<file path="config.mk">
export PLATFORM = sky130hd
export DESIGN_NAME = alu_issue_flat
export DESIGN_NICKNAME = d
export VERILOG_FILES = /design/src/rtl/alu_issue_if.sv /design/src/rtl/alu_issue.sv /design/src/flat_wrapper.sv
export SDC_FILE = /design/constraint.sdc
export NUM_CORES = 1
export LEC_CHECK = 0
export ABC_AREA = 1
export CAP_MARGIN = 10
export CELL_PAD_IN_SITES_DETAIL_PLACEMENT = 1
export CELL_PAD_IN_SITES_GLOBAL_PLACEMENT = 1
export CORE_ASPECT_RATIO = 0.7
export CORE_MARGIN = 3
export CORE_UTILIZATION = 35
export DETAILED_ROUTE_END_ITERATION = 8
export DONT_BUFFER_PORTS = 1
export PLACE_DENSITY = 0.68
export SETUP_SLACK_MARGIN = 0.1
export SLEW_MARGIN = 20
export SYNTH_ARGS = -nofsm -noshare
export SYNTH_HDL_FRONTEND = slang
export SYNTH_SLANG_ARGS = --single-unit
</file>
<file path="constraint.sdc">
create_clock -name clk_i -period 3.2 [get_ports clk_i]
set_input_delay 0.32 -clock clk_i [delete_from_list [all_inputs] [get_ports clk_i]]
set_output_delay 0.32 -clock clk_i [all_outputs]
set_load 0.005 [all_outputs]
</file>
<file path="src/rtl/alu_issue_if.sv">
// Bundle between ID, the alu_issue slot and the ALU inputs.
// When ILLEGAL_OP_EN is defined, the bundle also carries illegal_o.
interface alu_issue_if #(
  parameter int data_width = 32
) ();
  logic                  flush_i;
  logic                  valid_i;
  logic                  ready_o;
  logic [5:0]            opcode_i;
  logic [5:0]            funct_i;
  logic [15:0]           imm_i;
  logic [data_width-1:0] rs_data_i;
  logic [data_width-1:0] rt_data_i;
  logic                  valid_o;
  logic                  ready_i;
  logic [2:0]            ALUop_o;
  logic [data_width-1:0] data_1_o;
  logic [data_width-1:0] data_2_o;
`ifdef ILLEGAL_OP_EN
  logic                  illegal_o;
`endif

  // Issue unit side: drives the ALU inputs and back-pressures ID.
  modport master (
    input  flush_i, valid_i, opcode_i, funct_i, imm_i, rs_data_i, rt_data_i, ready_i,
`ifdef ILLEGAL_OP_EN
    output illegal_o,
`endif
    output ready_o, valid_o, ALUop_o, data_1_o, data_2_o
  );

  modport slave (
    output flush_i, valid_i, opcode_i, funct_i, imm_i, rs_data_i, rt_data_i, ready_i,
`ifdef ILLEGAL_OP_EN
    input  illegal_o,
`endif
    input  ready_o, valid_o, ALUop_o, data_1_o, data_2_o
  );
endinterface

</file>
<file path="src/rtl/alu_issue.sv">
// EX-stage issue slot: decodes opcode/funct to an ALU op, selects operand 2 and holds MUL operands.
// Optional macro ILLEGAL_OP_EN adds illegal_o flagging unlisted encodings.
module alu_issue #(
  parameter int data_width = 32,
  parameter int MUL_CYCLES = 4
) (
  input  logic         clk_i,
  input  logic         rst_i,
  alu_issue_if.master  bus
);

  typedef enum logic [2:0] {
    ADD_alu = 3'b000,
    SUB_alu = 3'b001,
    MUL_alu = 3'b010,
    AND_alu = 3'b011,
    OR_alu  = 3'b100
  } alu_op_t;

  typedef enum logic [1:0] {IDLE, MWAIT, FULL} state_t;

  localparam int unsigned CW = (MUL_CYCLES > 1) ? $clog2(MUL_CYCLES) : 1;

  state_t                state, state_n;
  logic [CW-1:0]         cnt, cnt_n;
  alu_op_t               op_dec, op_r;
  logic [data_width-1:0] op2_dec, d1_r, d2_r;
  logic                  mul_dec;
  logic                  load, transfer, load_en;

  logic [data_width-1:0] imm_sext, imm_zext;
  assign imm_sext = {{(data_width-16){bus.imm_i[15]}}, bus.imm_i};
  assign imm_zext = {{(data_width-16){1'b0}}, bus.imm_i};

  // Unlisted encodings fall through to ADD with rt, matching a plain add.
  always_comb begin
    op_dec  = ADD_alu;
    op2_dec = bus.rt_data_i;
    mul_dec = 1'b0;
    case (bus.opcode_i)
      6'h00: begin
        case (bus.funct_i)
          6'h22: op_dec = SUB_alu;
          6'h18: begin
            op_dec  = MUL_alu;
            mul_dec = 1'b1;
          end
          6'h24: op_dec = AND_alu;
          6'h25: op_dec = OR_alu;
          default: op_dec = ADD_alu;
        endcase
      end
      6'h08, 6'h23, 6'h2B: op2_dec = imm_sext;
      6'h04: op_dec = SUB_alu;
      6'h0C: begin
        op_dec  = AND_alu;
        op2_dec = imm_zext;
      end
      6'h0D: begin
        op_dec  = OR_alu;
        op2_dec = imm_zext;
      end
      default: op_dec = ADD_alu;
    endcase
  end

  assign bus.valid_o = (state == FULL);
  assign bus.ready_o = (state == IDLE) || ((state == FULL) && bus.ready_i);
  assign load        = bus.valid_i && bus.ready_o;
  assign transfer    = bus.valid_o && bus.ready_i;
  assign load_en     = load && !bus.flush_i;

  always_ff @(posedge clk_i) begin
    if (rst_i) begin
      state <= IDLE;
      cnt   <= '0;
    end else begin
      state <= state_n;
      cnt   <= cnt_n;
    end
  end

  always_comb begin
    state_n = state;
    cnt_n   = cnt;
    if (bus.flush_i) begin
      state_n = IDLE;
      cnt_n   = '0;
    end else begin
      case (state)
        IDLE, FULL: begin
          if (load) begin
            if (mul_dec && (MUL_CYCLES > 1)) begin
              state_n = MWAIT;
              cnt_n   = CW'(MUL_CYCLES - 1);
            end else begin
              state_n = FULL;
            end
          end else if (transfer) begin
            state_n = IDLE;
          end
        end
        MWAIT: begin
          if (cnt == CW'(1)) begin
            state_n = FULL;
            cnt_n   = '0;
          end else begin
            cnt_n = cnt - CW'(1);
          end
        end
        default: begin
          state_n = IDLE;
          cnt_n   = '0;
        end
      endcase
    end
  end

  // Slot contents move only on an accepted, unflushed load; flush leaves them as-is.
  always_ff @(posedge clk_i) begin
    if (rst_i) begin
      op_r <= ADD_alu;
      d1_r <= '0;
      d2_r <= '0;
    end else if (load_en) begin
      op_r <= op_dec;
      d1_r <= bus.rs_data_i;
      d2_r <= op2_dec;
    end
  end

  assign bus.ALUop_o  = op_r;
  assign bus.data_1_o = d1_r;
  assign bus.data_2_o = d2_r;

`ifdef ILLEGAL_OP_EN
  logic legal_dec, illegal_r;

  assign legal_dec = ((bus.opcode_i == 6'h00) &&
                      (bus.funct_i inside {6'h20, 6'h22, 6'h18, 6'h24, 6'h25})) ||
                     (bus.opcode_i inside {6'h08, 6'h23, 6'h2B, 6'h04, 6'h0C, 6'h0D});

  always_ff @(posedge clk_i) begin
    if (rst_i || bus.flush_i) illegal_r <= 1'b0;
    else if (load_en)         illegal_r <= !legal_dec;
  end

  assign bus.illegal_o = illegal_r;
`endif

endmodule
</file>
<file path="src/flat_wrapper.sv">
// flat-port wrapper written by rule: the top's interface ports become plain ports
module alu_issue_flat 
#(
  parameter int data_width = 32,
  parameter int MUL_CYCLES = 4
)
  (clk_i, rst_i, bus_flush_i, bus_valid_i, bus_opcode_i, bus_funct_i, bus_imm_i, bus_rs_data_i, bus_rt_data_i, bus_ready_i, bus_ready_o, bus_valid_o, bus_ALUop_o, bus_data_1_o, bus_data_2_o);
  alu_issue_if #(.data_width(data_width)) bus_i ();
  input  logic clk_i;
  input  logic rst_i;
  input wire logic [$bits(bus_i.flush_i)-1:0] bus_flush_i;
  input wire logic [$bits(bus_i.valid_i)-1:0] bus_valid_i;
  input wire logic [$bits(bus_i.opcode_i)-1:0] bus_opcode_i;
  input wire logic [$bits(bus_i.funct_i)-1:0] bus_funct_i;
  input wire logic [$bits(bus_i.imm_i)-1:0] bus_imm_i;
  input wire logic [$bits(bus_i.rs_data_i)-1:0] bus_rs_data_i;
  input wire logic [$bits(bus_i.rt_data_i)-1:0] bus_rt_data_i;
  input wire logic [$bits(bus_i.ready_i)-1:0] bus_ready_i;
  output wire logic [$bits(bus_i.ready_o)-1:0] bus_ready_o;
  output wire logic [$bits(bus_i.valid_o)-1:0] bus_valid_o;
  output wire logic [$bits(bus_i.ALUop_o)-1:0] bus_ALUop_o;
  output wire logic [$bits(bus_i.data_1_o)-1:0] bus_data_1_o;
  output wire logic [$bits(bus_i.data_2_o)-1:0] bus_data_2_o;
  assign bus_i.flush_i = bus_flush_i;
  assign bus_i.valid_i = bus_valid_i;
  assign bus_i.opcode_i = bus_opcode_i;
  assign bus_i.funct_i = bus_funct_i;
  assign bus_i.imm_i = bus_imm_i;
  assign bus_i.rs_data_i = bus_rs_data_i;
  assign bus_i.rt_data_i = bus_rt_data_i;
  assign bus_i.ready_i = bus_ready_i;
  assign bus_ready_o = bus_i.ready_o;
  assign bus_valid_o = bus_i.valid_o;
  assign bus_ALUop_o = bus_i.ALUop_o;
  assign bus_data_1_o = bus_i.data_1_o;
  assign bus_data_2_o = bus_i.data_2_o;
  alu_issue #(.data_width(data_width), .MUL_CYCLES(MUL_CYCLES)) u_core (.clk_i(clk_i), .rst_i(rst_i), .bus(bus_i));
endmodule
</file>
---- After elaboration in Yosys (flattened, before gate mapping) ----
Index checks and enable logic that the tools add are counted.
cells by class
  $add $sub $neg .......................... 1
  eq/ne operators ......................... 17
  mux-type cells .......................... 14
  reductions and logical operators ........ 13
operator list
  kind                 number
  $pmux 32 s2          1
  $eq 6x6->1 const B   5
  $pmux 3 s4           2
  $eq 6x4->1 const B   3
  $mux 2               7
  $pmux 2 s2           2
  $eq 6x3->1 const B   1
  $eq 6x5->1 const B   1
  $logic_not 6->1      1
  $ne 2x1->1 const B   3
  $reduce_or 2->1      3
  $eq 2x1->1 const B   2
  $reduce_and 2->1     2
  $logic_and 1x1->1    3
  $ne 3x1->1 const B   1
  $reduce_or 3->1      1
  $eq 2x2->1 const B   1
  $logic_not 2->1      1
  $mux 1               2
  $sub 2x1->2 const B  1
  $logic_not 1->1      1
  $logic_or 1x1->1     1
word-level totals
  flip-flop bits (word level) ............. 71
  bits of input ports ..................... 97
  output and inout port bits .............. 69
  word-level logic and storage cells ...... 50

---- Depth between registers and ports, before layout ----
  depth in word-level cells ............... 6
  mapped depth ............................ 10
  gate-level depth less buffers ........... 9

---- Least setup slack after synthesis ----
Ideal clock, no wire load.
  path type ............................... reg-to-reg
  from .................................... register u_core.state[1]
  to ...................................... register u_core.d2_r[21] (netlist: u_core.bus.data_2_o[21])
  setup time .............................. 119 ps
  data arrival time ....................... 1,240 ps
  required time ........................... 3,081 ps
  setup slack ............................. 1,841 ps
  cell stages (with the launch flop) ...... 11
  path buffers ............................ 2
  period minus slack after synthesis ...... 1,359 ps
  cell sequence ........................... dfxtp_1 -> inv_2 -> nor2_1 -> nor2_2 -> nand2_1 -> nor2_2 -> buf_4 -> nand2_1 -> inv_2 -> buf_4 -> a21oi_1
on the way
  cells in the longest elaborated chain, start to end .. 5
  elaborated cells between the ends (all ways) .. 6
  classes of those cells .................. eq/ne (1); reduce/logical (5)
ends and longest elaborated chain
  item                    line                source
  from (decl)             alu_issue.sv:24     state_t state, state_n;
  from (signal assigned)  alu_issue.sv:78     state <= state_n;
  $eq 2x2->1              alu_issue.sv:68     assign bus.ready_o = (state == IDLE) || ((state == FULL) && bus.ready_i);
  $logic_and 1x1->1       alu_issue.sv:68
  $logic_or 1x1->1 *      alu_issue.sv:68
  named net bus_ready_o   flat_wrapper.sv:19  output wire logic [$bits(bus_i.ready_o)-1:0] bus_ready_o;
  $logic_and 1x1->1 *     alu_issue.sv:69     assign load = bus.valid_i && bus.ready_o;
  $logic_and 1x1->1 *     alu_issue.sv:71     assign load_en = load && !bus.flush_i;
  to (signal assigned)    alu_issue.sv:128    d2_r <= op2_dec;
  to (decl)               alu_issue.sv:27     logic [data_width-1:0] op2_dec, d1_r, d2_r;
The timed path passes the listed nets; every way through them passes the cells marked *.
A chain may end at the register's enable or synchronous reset.

---- Worst setup path after layout ----
  from .................................... register u_core.state[1]
  to ...................................... register u_core.d1_r[24] (netlist: u_core.bus.data_1_o[24])
on the way
  cells in the longest elaborated chain, start to end .. 5
  elaborated cells between the ends (all ways) .. 6
  classes of those cells .................. eq/ne (1); reduce/logical (5)
ends and longest elaborated chain
  item                   line                source
  $eq 2x2->1             alu_issue.sv:68
  $logic_and 1x1->1      alu_issue.sv:68
  $logic_or 1x1->1 *     alu_issue.sv:68
  named net bus_ready_o  flat_wrapper.sv:19
  $logic_and 1x1->1 *    alu_issue.sv:69
  $logic_and 1x1->1 *    alu_issue.sv:71
  to (signal assigned)   alu_issue.sv:127    d1_r <= bus.rs_data_i;
  to (decl)              alu_issue.sv:27
Marked as above.

==> flow_metrics.py <==
metrics = {
    "detailed_routing": {
        "drc": 0,
        "routedWlPerCell_um": 16.5,
        "drt_iter0_markers": 86,
        "routed_wl_mm": 9.41,
        "first_pass_iters": 4,
        "num_vias": 2934,
        "ant_nets": 0,
        "via_per_inst": 5.15,
    },
    "cells_and_area": {
        "antenna-diode-count": 0,
        "drive_gt1_frac": 0.0689,
        "final_nets": 543,
        "final_util": 0.408,
        "areaGrowthSynthToFinish_pct": 11.6,
    },
    "cts": {
        "cts-root-buf": "clkbuf_16",
        "postCtsHoldBufs": 0,
        "cts_resized": 0,
        "htreeDepth": 3,
        "clk_pin_slew_worst_paths_ps": 60,
        "cts_tree": "yes",
        "clockBufferDepth": 2,
        "post_cts_buffers": 0,
        "clock-sinks": 71,
        "cts_buffers": 9,
        "clock_latency_ps": 330,
    },
    "critical_path": {
        "crit_arrival_ps": 2100,
        "cpMostUsedCell": "nor2_1",
        "crit_fanout": 35,
        "start_kind": "register",
        "max_stage_delay_ps": 410,
        "path_cells": "inv_2 -> nor2_1 -> nor2_2 -> nand2_1 -> nor2_4 -> inv_2 -> nor2_1 -> nor2_1",
        "crit_start": "u_core.state[1]",
        "end_kind": "register",
        "slowest_stage": "nor2_4",
        "r2r_start": "u_core.state[1]",
        "crit_type": "register to register",
        "crit_required_ps": 3420,
    },
    "logic_synthesis": {
        "avgSynthCellArea_um2": 6.88,
        "synth.distinct_cells": 24,
        "syn_inst": 456,
        "syn-num-nets": 554,
        "synth_seq_cells": 71,
        "syn_area_um2": 3140,
        "ys_warn_count": 0,
        "ys_seq_area_frac": 0.453,
    },
    "sta": {
        "finalSetupViolCount": 0,
        "hold-worst-slack_ps": 59.2,
        "fin_skew_ps": 6.68,
        "min_period_ps": 1890,
        "worst_slew_pin_slew_ps": 693,
        "slew_violations": 0,
        "max_freq_mhz": 530,
        "hold_viol": 0,
        "max_slew_margin": 0.535,
        "timing.final.crit_share": 0.590,
        "setup_ws_ps": 1310,
        "rsz0062_at_grt": "no",
        "tns_ps": 0,
    },
    "power_and_ir_drop": {
        "p_per_area_nw_per_um2": 615,
        "power.leakage_nw": 1.48,
        "vdd_drop_max_mv": 0.237,
    },
    "placement": {
        "place_ws_ps": 1260,
        "io_buffers": 0,
        "dp_hpwl_mm": 6.86,
        "place.gp.congestion": 0.774,
    },
    "min_path": {
        "worstHoldStart": "rst_i",
        "hp-class": "primary input to register",
    },
    "global_routing": {
        "antenna_found_initial": 0,
        "overflow": 0,
        "track_usage": 0.184,
        "grt_pass1_vias": 2963,
        "grt_pass1_wl_mm": 15.0,
        "grt_max_degree": 46,
    },
    "floorplanning": {
        "pin_count": 166,
        "start_util": 0.365,
        "die_w_um": 119,
        "core_area_um2": 8580,
        "die_y_um": 85.2,
        "die_area_um2": 10200,
        "rows": 28,
    },
    "flow_run": {
        "cap_violations": 0,
    },
    "status": {
        "outcome": "finished, final reports clean",
    },
}
==> worst paths after layout <==
check	depth (start not counted)	end	slack (ps)
setup reg to reg	8	u_core.bus.data_1_o[24]	1310
hold / removal	1	u_core.bus.ALUop_o[0]	60
hold reg to reg	2	u_core.bus.ALUop_o[0]	490
setup / recovery	8	u_core.bus.data_1_o[24]	1310
==> kinds of logic after synthesis <==
kind of cell	Yosys count	synth area share
AND/OR/NAND/NOR	236	0.319
AO/OA/AOI/OAI	89	0.142
adder cells (fa/ha/maj)	1	0.00399
buffers and inverters	59	0.0818
flip-flops	71	0.453
==> routing by layer <==
| metal | vias up | share of wire | global-route usage |
|---|---|---|---|
| li1 | 1446 | - | - |
| met1 | 1370 | 0.46 | 0.236 |
| met2 | 103 | 0.43 | 0.273 |
| met3 | 15 | 0.093 | 0.0866 |
| met4 | 0 | 0.018 | 0.0599 |
| met5 | - | 0 | 0 |
==> cells in the final DEF, fill, tap and decap left out, types with 2 or more instances in the layout <==
cell / instances
nand2_1: 42
clkinv_2: 2
nand3_1: 54
inv_2: 3
clkbuf_16: 9
clkinv_4: 2
buf_4: 2
nand2_2: 3
or2_2: 2
clkinv_1: 2
inv_1: 28
dfxtp_1: 71
nor2_1: 128
a21oi_1: 23
o21ai_0: 65
==> report_power, final <==
| group | switching, mW | internal, mW | total (mW) |
|---|---|---|---|
| logic | 0.108 | 0.0555 | 0.164 |
| clock network | 0.377 | 0.625 | 1.00 |
| registers | 0.0448 | 0.942 | 0.987 |
==> synthesized netlist by cell type <==
master / instances / share of area
and2_1: 1 / 0.0020
nand2_2: 3 / 0.0060
inv_2: 3 / 0.0036
a31oi_1: 1 / 0.0020
nand3_1: 54 / 0.086
or2_2: 2 / 0.0040
a21oi_1: 23 / 0.037
buf_6: 1 / 0.0036
nand3b_1: 1 / 0.0024
nand2_4: 1 / 0.0036
o21ai_0: 65 / 0.10
nor3_4: 1 / 0.0052
clkinv_1: 2 / 0.0024
buf_2: 8 / 0.013
nand4_1: 1 / 0.0020
nor2_2: 2 / 0.0040
inv_4: 1 / 0.0020
buf_4: 4 / 0.0096
nor2_1: 128 / 0.15
inv_1: 28 / 0.034
clkbuf_1: 12 / 0.014
nand2_1: 42 / 0.050
dfxtp_1: 71 / 0.45
ha_1: 1 / 0.0040
==> cell type report <==
| class | count | area, um2 |
|---|---|---|
| clock inverters | 5 | 57.6 |
| clock buffers | 11 | 243 |
| repair buffers | 3 | 35.0 |
| inverters | 34 | 130 |
| well taps | 120 | 150 |
| fillers | 1103 | 5080 |
| flip-flops and latches | 71 | 1420 |
| multi-input cells | 326 | 1460 |
==> per-stage QoR <==
step	area [um2]	power, mW	cells
6_report	3500	2.15	570
5_1_grt	3500	2.26	570
4_1_cts	3500	2.18	570
3_5_place_dp	3200	1.17	554
3_3_place_gp	3200	1.16	554
2_1_floorplan	3140	1.12	456
==> sequential cells by signal, indices dropped and copies added, names as in the netlist <==
name / cells
u_core.bus.ALUop_o: 3
u_core.bus.data_1_o: 32
u_core.bus.data_2_o: 32
u_core.cnt: 2
u_core.state: 2
==> critical path: cells and delay by family (launching register included) <==
kind,cells,cell delay (ps)
flip-flops,1,300
buffers and inverters,2,450
AND/OR/NAND/NOR,6,1000
(Power assumes the default switching activity.)
